### src/rtl/mem_bist_master_pkg.sv
// Shared bus constants, exit codes and BIST state encoding
// for the PicoRV32 native memory interface.
package picorv_bus_pkg;

    localparam logic [31:0] EXIT_ADDR = 32'h2000_0000;
    localparam logic [31:0] RAM_LIMIT = 32'h0001_0000;

    localparam logic [31:0] EXIT_PASS     = 32'd2;
    localparam logic [31:0] EXIT_MISMATCH = 32'd3;
    localparam logic [31:0] EXIT_TIMEOUT  = 32'd4;

    localparam logic [31:0] LFSR_TAPS = 32'h8020_0003;

    typedef enum logic [2:0] {
        IDLE,
        W_WORD,
        R_WORD,
        W_BYTE,
        R_BYTE,
        EXIT,
        DONE
    } bist_state_t;

    function automatic logic [31:0] lfsr_next(input logic [31:0] x);
        return {1'b0, x[31:1]} ^ (x[0] ? LFSR_TAPS : 32'h0);
    endfunction

endpackage

### src/rtl/mem_bist_master_if.sv
// PicoRV32 native memory bus: one request/ready handshake.
interface mem_bist_master_if;
    logic        mem_valid;
    logic        mem_ready;
    logic [31:0] mem_addr;
    logic [31:0] mem_wdata;
    logic [3:0]  mem_wstrb;
    logic [31:0] mem_rdata;

    modport master (
        output mem_valid, mem_addr, mem_wdata, mem_wstrb,
        input  mem_ready, mem_rdata
    );

    modport slave (
        input  mem_valid, mem_addr, mem_wdata, mem_wstrb,
        output mem_ready, mem_rdata
    );
endinterface

### src/rtl/mem_bist_master_lfsr.sv
// 32-bit right-shifting Galois LFSR pattern source.
module mem_bist_lfsr
    import picorv_bus_pkg::*;
(
    input  logic        clk,
    input  logic        resetn,
    input  logic        load,
    input  logic        adv,
    input  logic [31:0] seed,
    output logic [31:0] value
);

    always_ff @(posedge clk) begin
        if (!resetn) begin
            value <= 32'h1;
        end else if (load) begin
            // an all-zero state would lock up the register
            value <= (seed == 32'h0) ? 32'h1 : seed;
        end else if (adv) begin
            value <= lfsr_next(value);
        end
    end

endmodule

### src/rtl/mem_bist_master.sv
// Bus-initiator RAM self-test: word/byte write-readback over the
// RAM window, result reported by a write to the exit register.
module mem_bist_master
    import picorv_bus_pkg::*;
#(
    parameter int          NUM_WORDS = 256,
    parameter logic [31:0] BASE_ADDR = 32'h0000_0000,
    parameter logic [31:0] SEED      = 32'hACE1_2468,
    parameter int          TIMEOUT   = 1024
) (
    input  logic                clk,
    input  logic                resetn,
    input  logic                start,
    mem_bist_master_if.master   bus,
    output logic                busy,
    output logic                done,
    output logic                pass,
    output logic [15:0]         err_count,
    output logic [31:0]         fail_addr
);

    localparam int KW = $clog2(NUM_WORDS) + 1;
    localparam int TW = $clog2(TIMEOUT) + 1;
    localparam logic [KW-1:0] K_LAST = KW'(NUM_WORDS - 1);
    localparam logic [TW-1:0] T_LAST = TW'(TIMEOUT - 1);
    localparam logic [31:0] SEED_G = (SEED == 32'h0) ? 32'h1 : SEED;

    bist_state_t   state;
    bist_state_t   nxt_state;
    logic [KW-1:0] k;
    logic [TW-1:0] wcnt;
    logic          pend;
    logic          tmo;

    logic [31:0] p;
    logic        lf_load;
    logic        lf_adv;

    logic        start_ok;
    logic        xfer;
    logic        last;
    logic        is_data;
    logic        is_rd;
    logic [1:0]  lane;
    logic [31:0] bm;
    logic [31:0] exp_word;
    logic        mismatch;
    logic [31:0] nxt_addr;
    logic [31:0] nxt_wdata;
    logic [3:0]  nxt_wstrb;

    mem_bist_lfsr u_lfsr (
        .clk    (clk),
        .resetn (resetn),
        .load   (lf_load),
        .adv    (lf_adv),
        .seed   (SEED),
        .value  (p)
    );

    always_comb begin
        start_ok = start && (state == IDLE || state == DONE);
        xfer     = bus.mem_valid && bus.mem_ready;
        last     = (k == K_LAST);
        is_rd    = (state == R_WORD) || (state == R_BYTE);
        is_data  = is_rd || (state == W_WORD) || (state == W_BYTE);
        lane     = 2'(k);
        bm       = 32'hFF << {lane, 3'b000};
        exp_word = (state == R_WORD) ? p : ((p & ~bm) | (~p & bm));
        mismatch = is_rd && (bus.mem_rdata != exp_word);
        // pattern restarts from SEED on entry to every data state
        lf_load  = start_ok ||
                   (xfer && is_data && last && state != R_BYTE);
        lf_adv   = xfer && is_data && !last;
    end

    always_comb begin
        nxt_state = state;
        unique case (state)
            W_WORD:  nxt_state = R_WORD;
            R_WORD:  nxt_state = W_BYTE;
            W_BYTE:  nxt_state = R_BYTE;
            R_BYTE:  nxt_state = EXIT;
            default: nxt_state = state;
        endcase
    end

    always_comb begin
        nxt_addr  = BASE_ADDR + (32'(k) << 2);
        nxt_wdata = 32'h0;
        nxt_wstrb = 4'h0;
        unique case (1'b1)
            state == W_WORD: begin
                nxt_wdata = p;
                nxt_wstrb = 4'hF;
            end
            state == W_BYTE: begin
                nxt_wdata = ~p;
                nxt_wstrb = 4'b0001 << lane;
            end
            state == EXIT: begin
                nxt_addr  = EXIT_ADDR;
                nxt_wstrb = 4'hF;
                nxt_wdata = tmo               ? EXIT_TIMEOUT  :
                            (err_count != '0) ? EXIT_MISMATCH :
                                                EXIT_PASS;
            end
            default: ;
        endcase
    end

    always_ff @(posedge clk) begin
        if (!resetn) begin
            state         <= IDLE;
            k             <= '0;
            wcnt          <= '0;
            pend          <= 1'b0;
            tmo           <= 1'b0;
            busy          <= 1'b0;
            done          <= 1'b0;
            pass          <= 1'b0;
            err_count     <= '0;
            fail_addr     <= '0;
            bus.mem_valid <= 1'b0;
            bus.mem_addr  <= '0;
            bus.mem_wdata <= '0;
            bus.mem_wstrb <= '0;
        end else if (start_ok) begin
            state         <= W_WORD;
            k             <= '0;
            wcnt          <= '0;
            pend          <= 1'b0;
            tmo           <= 1'b0;
            busy          <= 1'b1;
            done          <= 1'b0;
            pass          <= 1'b0;
            err_count     <= '0;
            fail_addr     <= '0;
            bus.mem_valid <= 1'b1;
            bus.mem_addr  <= BASE_ADDR;
            bus.mem_wdata <= SEED_G;
            bus.mem_wstrb <= 4'hF;
        end else if (bus.mem_valid) begin
            if (bus.mem_ready) begin
                bus.mem_valid <= 1'b0;
                if (mismatch) begin
                    if (err_count != 16'hFFFF)
                        err_count <= err_count + 16'd1;
                    if (err_count == '0)
                        fail_addr <= bus.mem_addr;
                end
                if (state == EXIT) begin
                    state <= DONE;
                    busy  <= 1'b0;
                    done  <= 1'b1;
                    pass  <= !tmo && (err_count == '0);
                end else begin
                    // relaunch after a one-cycle gap
                    pend <= 1'b1;
                    if (last) begin
                        state <= nxt_state;
                        k     <= '0;
                    end else begin
                        k <= k + 1'b1;
                    end
                end
            end else if (wcnt == T_LAST) begin
                bus.mem_valid <= 1'b0;
                if (state == EXIT) begin
                    state <= DONE;
                    busy  <= 1'b0;
                    done  <= 1'b1;
                    pass  <= 1'b0;
                end else begin
                    tmo   <= 1'b1;
                    state <= EXIT;
                    pend  <= 1'b1;
                end
            end else begin
                wcnt <= wcnt + 1'b1;
            end
        end else if (pend) begin
            pend          <= 1'b0;
            wcnt          <= '0;
            bus.mem_valid <= 1'b1;
            bus.mem_addr  <= nxt_addr;
            bus.mem_wdata <= nxt_wdata;
            bus.mem_wstrb <= nxt_wstrb;
        end
    end

endmodule

### src/flat_wrapper.sv
// flat-port wrapper written by rule: the top's interface ports become plain ports
module mem_bist_master_flat import picorv_bus_pkg::*;
#(
    parameter int          NUM_WORDS = 256,
    parameter logic [31:0] BASE_ADDR = 32'h0000_0000,
    parameter logic [31:0] SEED      = 32'hACE1_2468,
    parameter int          TIMEOUT   = 1024
)
  (clk, resetn, start, busy, done, pass, err_count, fail_addr, bus_mem_valid, bus_mem_addr, bus_mem_wdata, bus_mem_wstrb, bus_mem_ready, bus_mem_rdata);
  mem_bist_master_if bus_i ();
  input  logic clk;
  input  logic resetn;
  input  logic start;
  output logic busy;
  output logic done;
  output logic pass;
  output logic [15:0] err_count;
  output logic [31:0] fail_addr;
  output wire logic [$bits(bus_i.mem_valid)-1:0] bus_mem_valid;
  output wire logic [$bits(bus_i.mem_addr)-1:0] bus_mem_addr;
  output wire logic [$bits(bus_i.mem_wdata)-1:0] bus_mem_wdata;
  output wire logic [$bits(bus_i.mem_wstrb)-1:0] bus_mem_wstrb;
  input wire logic [$bits(bus_i.mem_ready)-1:0] bus_mem_ready;
  input wire logic [$bits(bus_i.mem_rdata)-1:0] bus_mem_rdata;
  assign bus_mem_valid = bus_i.mem_valid;
  assign bus_mem_addr = bus_i.mem_addr;
  assign bus_mem_wdata = bus_i.mem_wdata;
  assign bus_mem_wstrb = bus_i.mem_wstrb;
  assign bus_i.mem_ready = bus_mem_ready;
  assign bus_i.mem_rdata = bus_mem_rdata;
  mem_bist_master #(.NUM_WORDS(NUM_WORDS), .BASE_ADDR(BASE_ADDR), .SEED(SEED), .TIMEOUT(TIMEOUT)) u_core (.clk(clk), .resetn(resetn), .start(start), .bus(bus_i), .busy(busy), .done(done), .pass(pass), .err_count(err_count), .fail_addr(fail_addr));
endmodule
### config.mk
export PLATFORM = sky130hd
export DESIGN_NAME = mem_bist_master_flat
export DESIGN_NICKNAME = d
export VERILOG_FILES = /design/src/rtl/mem_bist_master_pkg.sv /design/src/rtl/mem_bist_master_if.sv /design/src/rtl/mem_bist_master_lfsr.sv /design/src/rtl/mem_bist_master.sv /design/src/flat_wrapper.sv
export SDC_FILE = /design/constraint.sdc
export NUM_CORES = 1
export LEC_CHECK = 0
export ABC_AREA = 1
export BUFFER_PORTS_ARGS = -buffer_cell sky130_fd_sc_hd__buf_2
export CAP_MARGIN = 15
export CORE_ASPECT_RATIO = 1.1
export CORE_MARGIN = 2
export CORE_UTILIZATION = 50
export DETAILED_ROUTE_END_ITERATION = 10
export GPL_TIMING_DRIVEN = 0
export PLACE_DENSITY = 0.77
export SETUP_SLACK_MARGIN = 0.4
export SLEW_MARGIN = 20
export SYNTH_ARGS = -nofsm -noshare
export SYNTH_HDL_FRONTEND = slang
export SYNTH_SLANG_ARGS = --single-unit
### constraint.sdc
create_clock -name clk -period 1.8 [get_ports clk]
set_input_delay 0.36 -clock clk [delete_from_list [all_inputs] [get_ports clk]]
set_output_delay 0.36 -clock clk [all_outputs]
set_load 0.01 [all_outputs]
======== After elaboration in Yosys (flattened, before gate mapping) ========
Index checks and enable logic that the tools add are counted.
word-level totals
  register bits ........................... 177
  logic and storage cells ................. 139
cells by class
  add/subtract/negate cells ............... 3
  equal/unequal tests ..................... 18
  shift operators ......................... 2
  multiplexer cells ....................... 48
  bitwise logic cells ..................... 10
  reductions and logical operators ........ 40
operators with widths
  cell                                              count
  two-way mux 32 bit                                8
  one-hot mux 32 bit (3 select lines)               1
  AND 32 bit                                        2
  NOT 32 bit                                        2
  two-way mux 11 bit                                4
  inequality test 32 bit                            1
  bitwise OR 32 bit                                 1
  left shift 8 x 5 -> 32 bit, first input constant  1
  bitwise XOR 31 x 32 -> 32 bit                     1
  two-way mux 30 bit                                1
  two-way mux 1 bit                                 23
  AND reduction 4 bit                               5
  adder 16 x 1 -> 16 bit, second input constant     1
  logical NOT 16 bit                                1
  inequality test 16 bit, second input constant     1
  nonzero test 16 bit                               1
  two-way mux 3 bit                                 4
  two-way mux 4 bit                                 3
  one-hot mux 3 bit (4 select lines)                1
  adder 11 x 1 -> 11 bit, second input constant     1
  == test 11 x 10 -> 1 bit, second input constant   1
  nonzero test 2 bit                                5
  adder 9 x 1 -> 9 bit, second input constant       1
  == test 3 bit, second input constant              3
  23 further kinds                                  48

======== Depth between registers and ports, before layout ========
  depth in word-level cells ............... 9
  depth in mapped cells ................... 16
  mapped depth without buffers ............ 15

======== By module ========
A second synthesis with hierarchy kept.
second synthesis, totals
  cells, all modules ...................... 1180
  area total of the unflattened synthesis .. 7746.2 µm²
modules (own cells, without submodules)
  module           times used  cells each  area an instance (µm²)  sequential area each (µm²)
  mem_bist_master  1           961         6185.9                  2021.9
  mem_bist_lfsr    1           219         1560.2                  640.6

======== Worst setup path after synthesis ========
OpenSTA, ideal clock, no wires.
  kind .................................... reg2reg
  start point ............................. reg u_core.k[0]
  end point ............................... reg u_core.u_lfsr.value[14]
  library setup time ...................... 0.128 ns
  arrival ................................. 1.665 ns
  data required time ...................... 1.672 ns
  slack ................................... 0.007 ns
  stages on the path, launching flop included .. 12
  buffers on the path ..................... 1
  clock period less this slack ............ 1.793 ns
  cell sequence ........................... dfxtp_1 > ha_1 > nand2_1 > nor3_1 > nand4_1 > inv_1 > nand3_1 > nand2_1 > nor2_2 > clkbuf_1 > o21ai_0 > a21oi_1
between the ends
  longest elaborated chain between the ends .. 5
RTL lines
  element                          RTL line                    RTL
  from (decl)                      mem_bist_master.sv:30       logic [KW-1:0] k;
  from (signal assigned)           mem_bist_master.sv:164      k <= k + 1'b1;
  == test 9 x 8 -> 1 bit *         mem_bist_master.sv:64       last = (k == K_LAST);
  logical AND 1 bit (2 in series)  mem_bist_master.sv:73       (xfer && is_data && last && state != R_BYTE);
  logical OR 1 bit                 mem_bist_master.sv:72       lf_load = start_ok ||
  OR reduction 2 bit (no line)     n/a
  to (signal assigned)             mem_bist_master_lfsr.sv:18  value <= (seed == 32'h0) ? 32'h1 : seed;
  to (signal assigned)             mem_bist_master_lfsr.sv:20  value <= lfsr_next(value);
  to (decl)                        mem_bist_master_lfsr.sv:10  output logic [31:0] value
Mark *: on every way between the ends. The rest lies on a longest branch, timed or not.
A chain may end at the register's enable or synchronous reset.

======== Worst setup path in the final report ========
  start point ............................. reg u_core.u_lfsr.value[14]
  end point ............................... reg u_core.err_count[13]
between the ends
  longest elaborated chain between the ends .. 7
RTL lines
  element                          RTL line                RTL
  NOT 32 bit                       mem_bist_master.sv:69   exp_word = (state == R_WORD) ? p : ((p & ~bm) | (~p & bm));
  AND 32 bit                       mem_bist_master.sv:69
  bitwise OR 32 bit                mem_bist_master.sv:69
  two-way mux 32 bit *             mem_bist_master.sv:69
  inequality test 32 bit *         mem_bist_master.sv:70   mismatch = is_rd && (bus.mem_rdata != exp_word);
  logical AND 1 bit *              mem_bist_master.sv:70
  AND reduction 4 bit (no line) *  n/a
  to (signal assigned)             mem_bist_master.sv:148  err_count <= err_count + 16'd1;
  to (decl)                        mem_bist_master.sv:18   output logic [15:0] err_count,
Marked as above.

==> metrics.txt <==
Gate power share 0.175; CTS HTree Levels 4; Sw Ratio 0.282; Final min period approximately 2.1 ns; drt drc 0; Final Hold Violating Endpoints 0; drt wl/cell about 18 µm; final setup fails between 70 and 80; largest net degree at the start of global routing 17; clock share of power 0.442; Final HPWL DP between 10 and 15 mm; Slew Viols, Final 0; Fin Clk Skew roughly 0.009 ns; crit-path most repeated cell nand2_1; Worst path max stage delay approximately 0.38 ns; initial antenna violation count 0; violated checks setup timing; final cell count without fillers 1528; Slew @ Worst Pin around 0.57 ns; clk_lat worst skew roughly 0.43 ns; gr ovfl total 0; Antenna Nets Post-Route 0; Netlist cell types between 40 and 50; Pwr per Cell Area about 760 mW/mm²; Hold Crit Class input pin to flip-flop; worst path required time 2.16 ns; final period utilization 1.16; total power about 0.0081 W; Worst path top cell family by delay simple AND/OR/NAND/NOR gates; #FFs+latches synth approximately 130; Post-Syn Area a little over 0.007 mm²; WP buf/inv 3; Post-synth top cells nand2_1 (258), dfxtp_1 (133), inv_1 (133); Worst Setup End Kind flip-flop; fillers a little under 1000; post-layout util 0.768; syn_area_per_cell 6.68 µm²; core outline area roughly 0.014 mm²; final wirelength between 20 and 30 mm; iteration-0 DRC count of the detailed router roughly 970; EDFF count, synth 0; Async SR Flop Fraction 0; Die Y 130 µm; Max IR drop VDD about 0.00067 V; total CTS buffers 17; peak fanout along the critical path 5; share of the synthesized area in the top cell type 0.371; status finished with violations; startpoint types flip-flop; placed cell count about 1400; Fmax 477 MHz; I/O pins about 160; sequential area share after synthesis 0.371; share of post-route cells with drive strength above 1 0.383; synth top area cells dfxtp_1 (37%), nand2_1 (13%), a21oi_1 (7.2%), o21ai_0 (7.0%), inv_1 (6.9%); vias per cell 5.51; internal power between 0.005 and 0.006 W; Yosys Warn Count 0; CP cell instances inv_1 -> nand2_1 -> nand2_1 -> nor2_1 -> nand2_1 -> nand2_1 -> nand2_1 -> inv_2 -> nand2_2 -> nor2_4 -> nand2_4 -> nand3_4 -> clkbuf_16 -> nand2_1 -> a21oi_2; Post-DP Area between 0.008 and 0.009 mm²; CTS tree built; NetSw 0.00229 W; gpl congestion 0.931; top-count cell post-synth nand2_1; row count between 40 and 50; CTS clock-pin slew for the worst setup and hold paths around 0.06 ns; RSZ-0062 raised after global routing yes; first-pass GRT wire length about 36 mm; ant diodes 0; crit path setup slack, layout -0.296 ns; Seq pwr share 0.383; Area growth, synth to finish 48.6%; predominant post-synthesis flop cell dfxtp_1; Design Area, Final 0.0107 mm²; Worst slew margin 0.619; 1st-pass router iterations 6; kind of critical path flip-flop to flip-flop; DIE WIDTH 118 µm; clock sinks about 130; Root Driver clkbuf_16; Die Area ~0.015 mm²; Clock Path Buffers 2; Synth area leader dfxtp_1; Max Cap Violations 0; vias in the first global route 7326; Post-Syn Instances approximately 1100; hold slack ~0.35 ns; leakage power 4.89 nW; CTS Hold Bufs 0; Starting Density 0.517; worst-path cell with the longest stage delay dfxtp_1; via count between 8000 and 9000; Nets ~1400; Total GRT Usage 0.292; Port Buffers around 110; critical path arrival between 2 and 2.5 ns
==> layout make-up <==
class                           instances  area (µm²)  share of cell area
Buffer                                 85         771              0.0722
Sequential cell                       133        2710               0.254
Multi-Input combinational cell        759        4420               0.414
Inverter                              141         574              0.0538
Tap cell                              188         235              0.0220
Clock inverter                          7        91.3             0.00855
Clock buffer                           25         507              0.0475
Timing Repair Buffer                  190        1370               0.128
==> worst reg2reg max path, stage by stage (launching register included) <==
cell and delay [ns]:
dfxtp_1 0.38, inv_1 0.12, nand2_1 0.09, nand2_1 0.11, nor2_1 0.21, nand2_1 0.13
nand2_1 0.08, nand2_1 0.08, inv_2 0.07, nand2_2 0.07, nor2_4 0.10, nand2_4 0.11
nand3_4 0.13, clkbuf_16 0.17, nand2_1 0.06, a21oi_2 0.11
==> cells by family (layout without fill, tap and decap cells) <==
kind of cell	count (synthesis)	count (layout)	synth area share
and+or+nand+nor	445	445	0.264
AOI/OAI and AO/OA	232	232	0.169
buffers and inverters	226	448	0.146
DFF	133	133	0.371
xor gates and xnor gates	31	31	0.0378
adders and majority gates	7	7	0.0122
other	1	44	0.000522
==> cell usage in the layout (no fill, tap or decap), types with 5 or more instances in the layout <==
master / instances
nand3_1: 20
o21ai_2: 30
nand2_4: 7
nor3_2: 5
buf_4: 89
nor2_4: 18
inv_2: 16
conb_1: 44
buf_12: 5
nor2_2: 11
buf_6: 35
ha_4: 6
nand3_2: 8
a31oi_1: 14
clkbuf_2: 5
buf_2: 114
inv_4: 10
clkbuf_8: 9
a21oi_1: 72
clkbuf_16: 23
o21ai_1: 34
nand4_1: 20
nor3_1: 7
inv_1: 112
dfxtp_1: 106
buf_8: 10
a21oi_2: 31
dfxtp_4: 6
nand3_4: 6
clkbuf_1: 9
nor2_1: 73
xnor2_1: 12
o21ai_0: 38
nand2_2: 21
xor2_1: 19
dfxtp_2: 21
nand2_1: 233
==> flip-flops by register name, indices dropped and copies added, names as in the netlist <==
signal                cells
u_core.bus.mem_addr      10
u_core.bus.mem_valid      1
u_core.bus.mem_wdata     32
u_core.bus.mem_wstrb      4
u_core.busy               1
u_core.done               1
u_core.err_count         16
u_core.fail_addr         10
u_core.k                  9
u_core.pass               1
u_core.pend               1
u_core.state              3
u_core.tmo                1
u_core.u_lfsr.value      32
u_core.wcnt              11
==> final timing paths <==
path / startpoint / to / slack (ns) / depth (start not counted)
max: u_core.u_lfsr.value[14]$_SDFFE_PP0N_ / u_core.err_count[13]$_SDFFE_PP0P_ / -0.30 / 15
min: bus_mem_ready / u_core.state[2]$_SDFFE_PP0P_ / 0.35 / 4
max reg2reg: u_core.u_lfsr.value[14]$_SDFFE_PP0N_ / u_core.err_count[13]$_SDFFE_PP0P_ / -0.30 / 15
min reg2reg: u_core.bus.mem_wdata[1]$_SDFFE_PP0P_ / u_core.bus.mem_wdata[1]$_SDFFE_PP0P_ / 0.45 / 2
==> routing by layer <==
metal	GRT usage	routed length, µm	vias to the layer above
met5	0	0	-
met4	0.174	1970	0
met2	0.529	13300	546
met1	0.320	9310	3834
met3	0.0568	2350	174
li1	-	-	3871
==> stage by stage <==
stage,setup slack (ns),TNS [ns]
after CTS,-0.0532,-0.764
after floorplan,0.0688,0
after global placement,-0.266,-8.71
after detailed placement,-0.255,-10.19
final,-0.296,-12.45
after global routing,-0.487,-20.44
==> power by group through the flow <==
stage | clock network [W] | registers (W) | logic [W]
after floorplan | 0 | 0.00318 | 0.000657
after global placement | 0 | 0.00317 | 0.000940
after detailed placement | 0 | 0.00317 | 0.000952
after CTS | 0.00354 | 0.00311 | 0.00114
after global routing | 0.00371 | 0.00312 | 0.00150
final | 0.00360 | 0.00312 | 0.00142
==> timing repair <==
action / in CTS / in global routing
pin swaps: 39 / 57
cloned: 8 / 4
setup buffers: 40 / 27
gates resized for setup: 147 / 178
endpoints found under the setup margin: 135 / 139
Power figures use the tool's default switching activity.
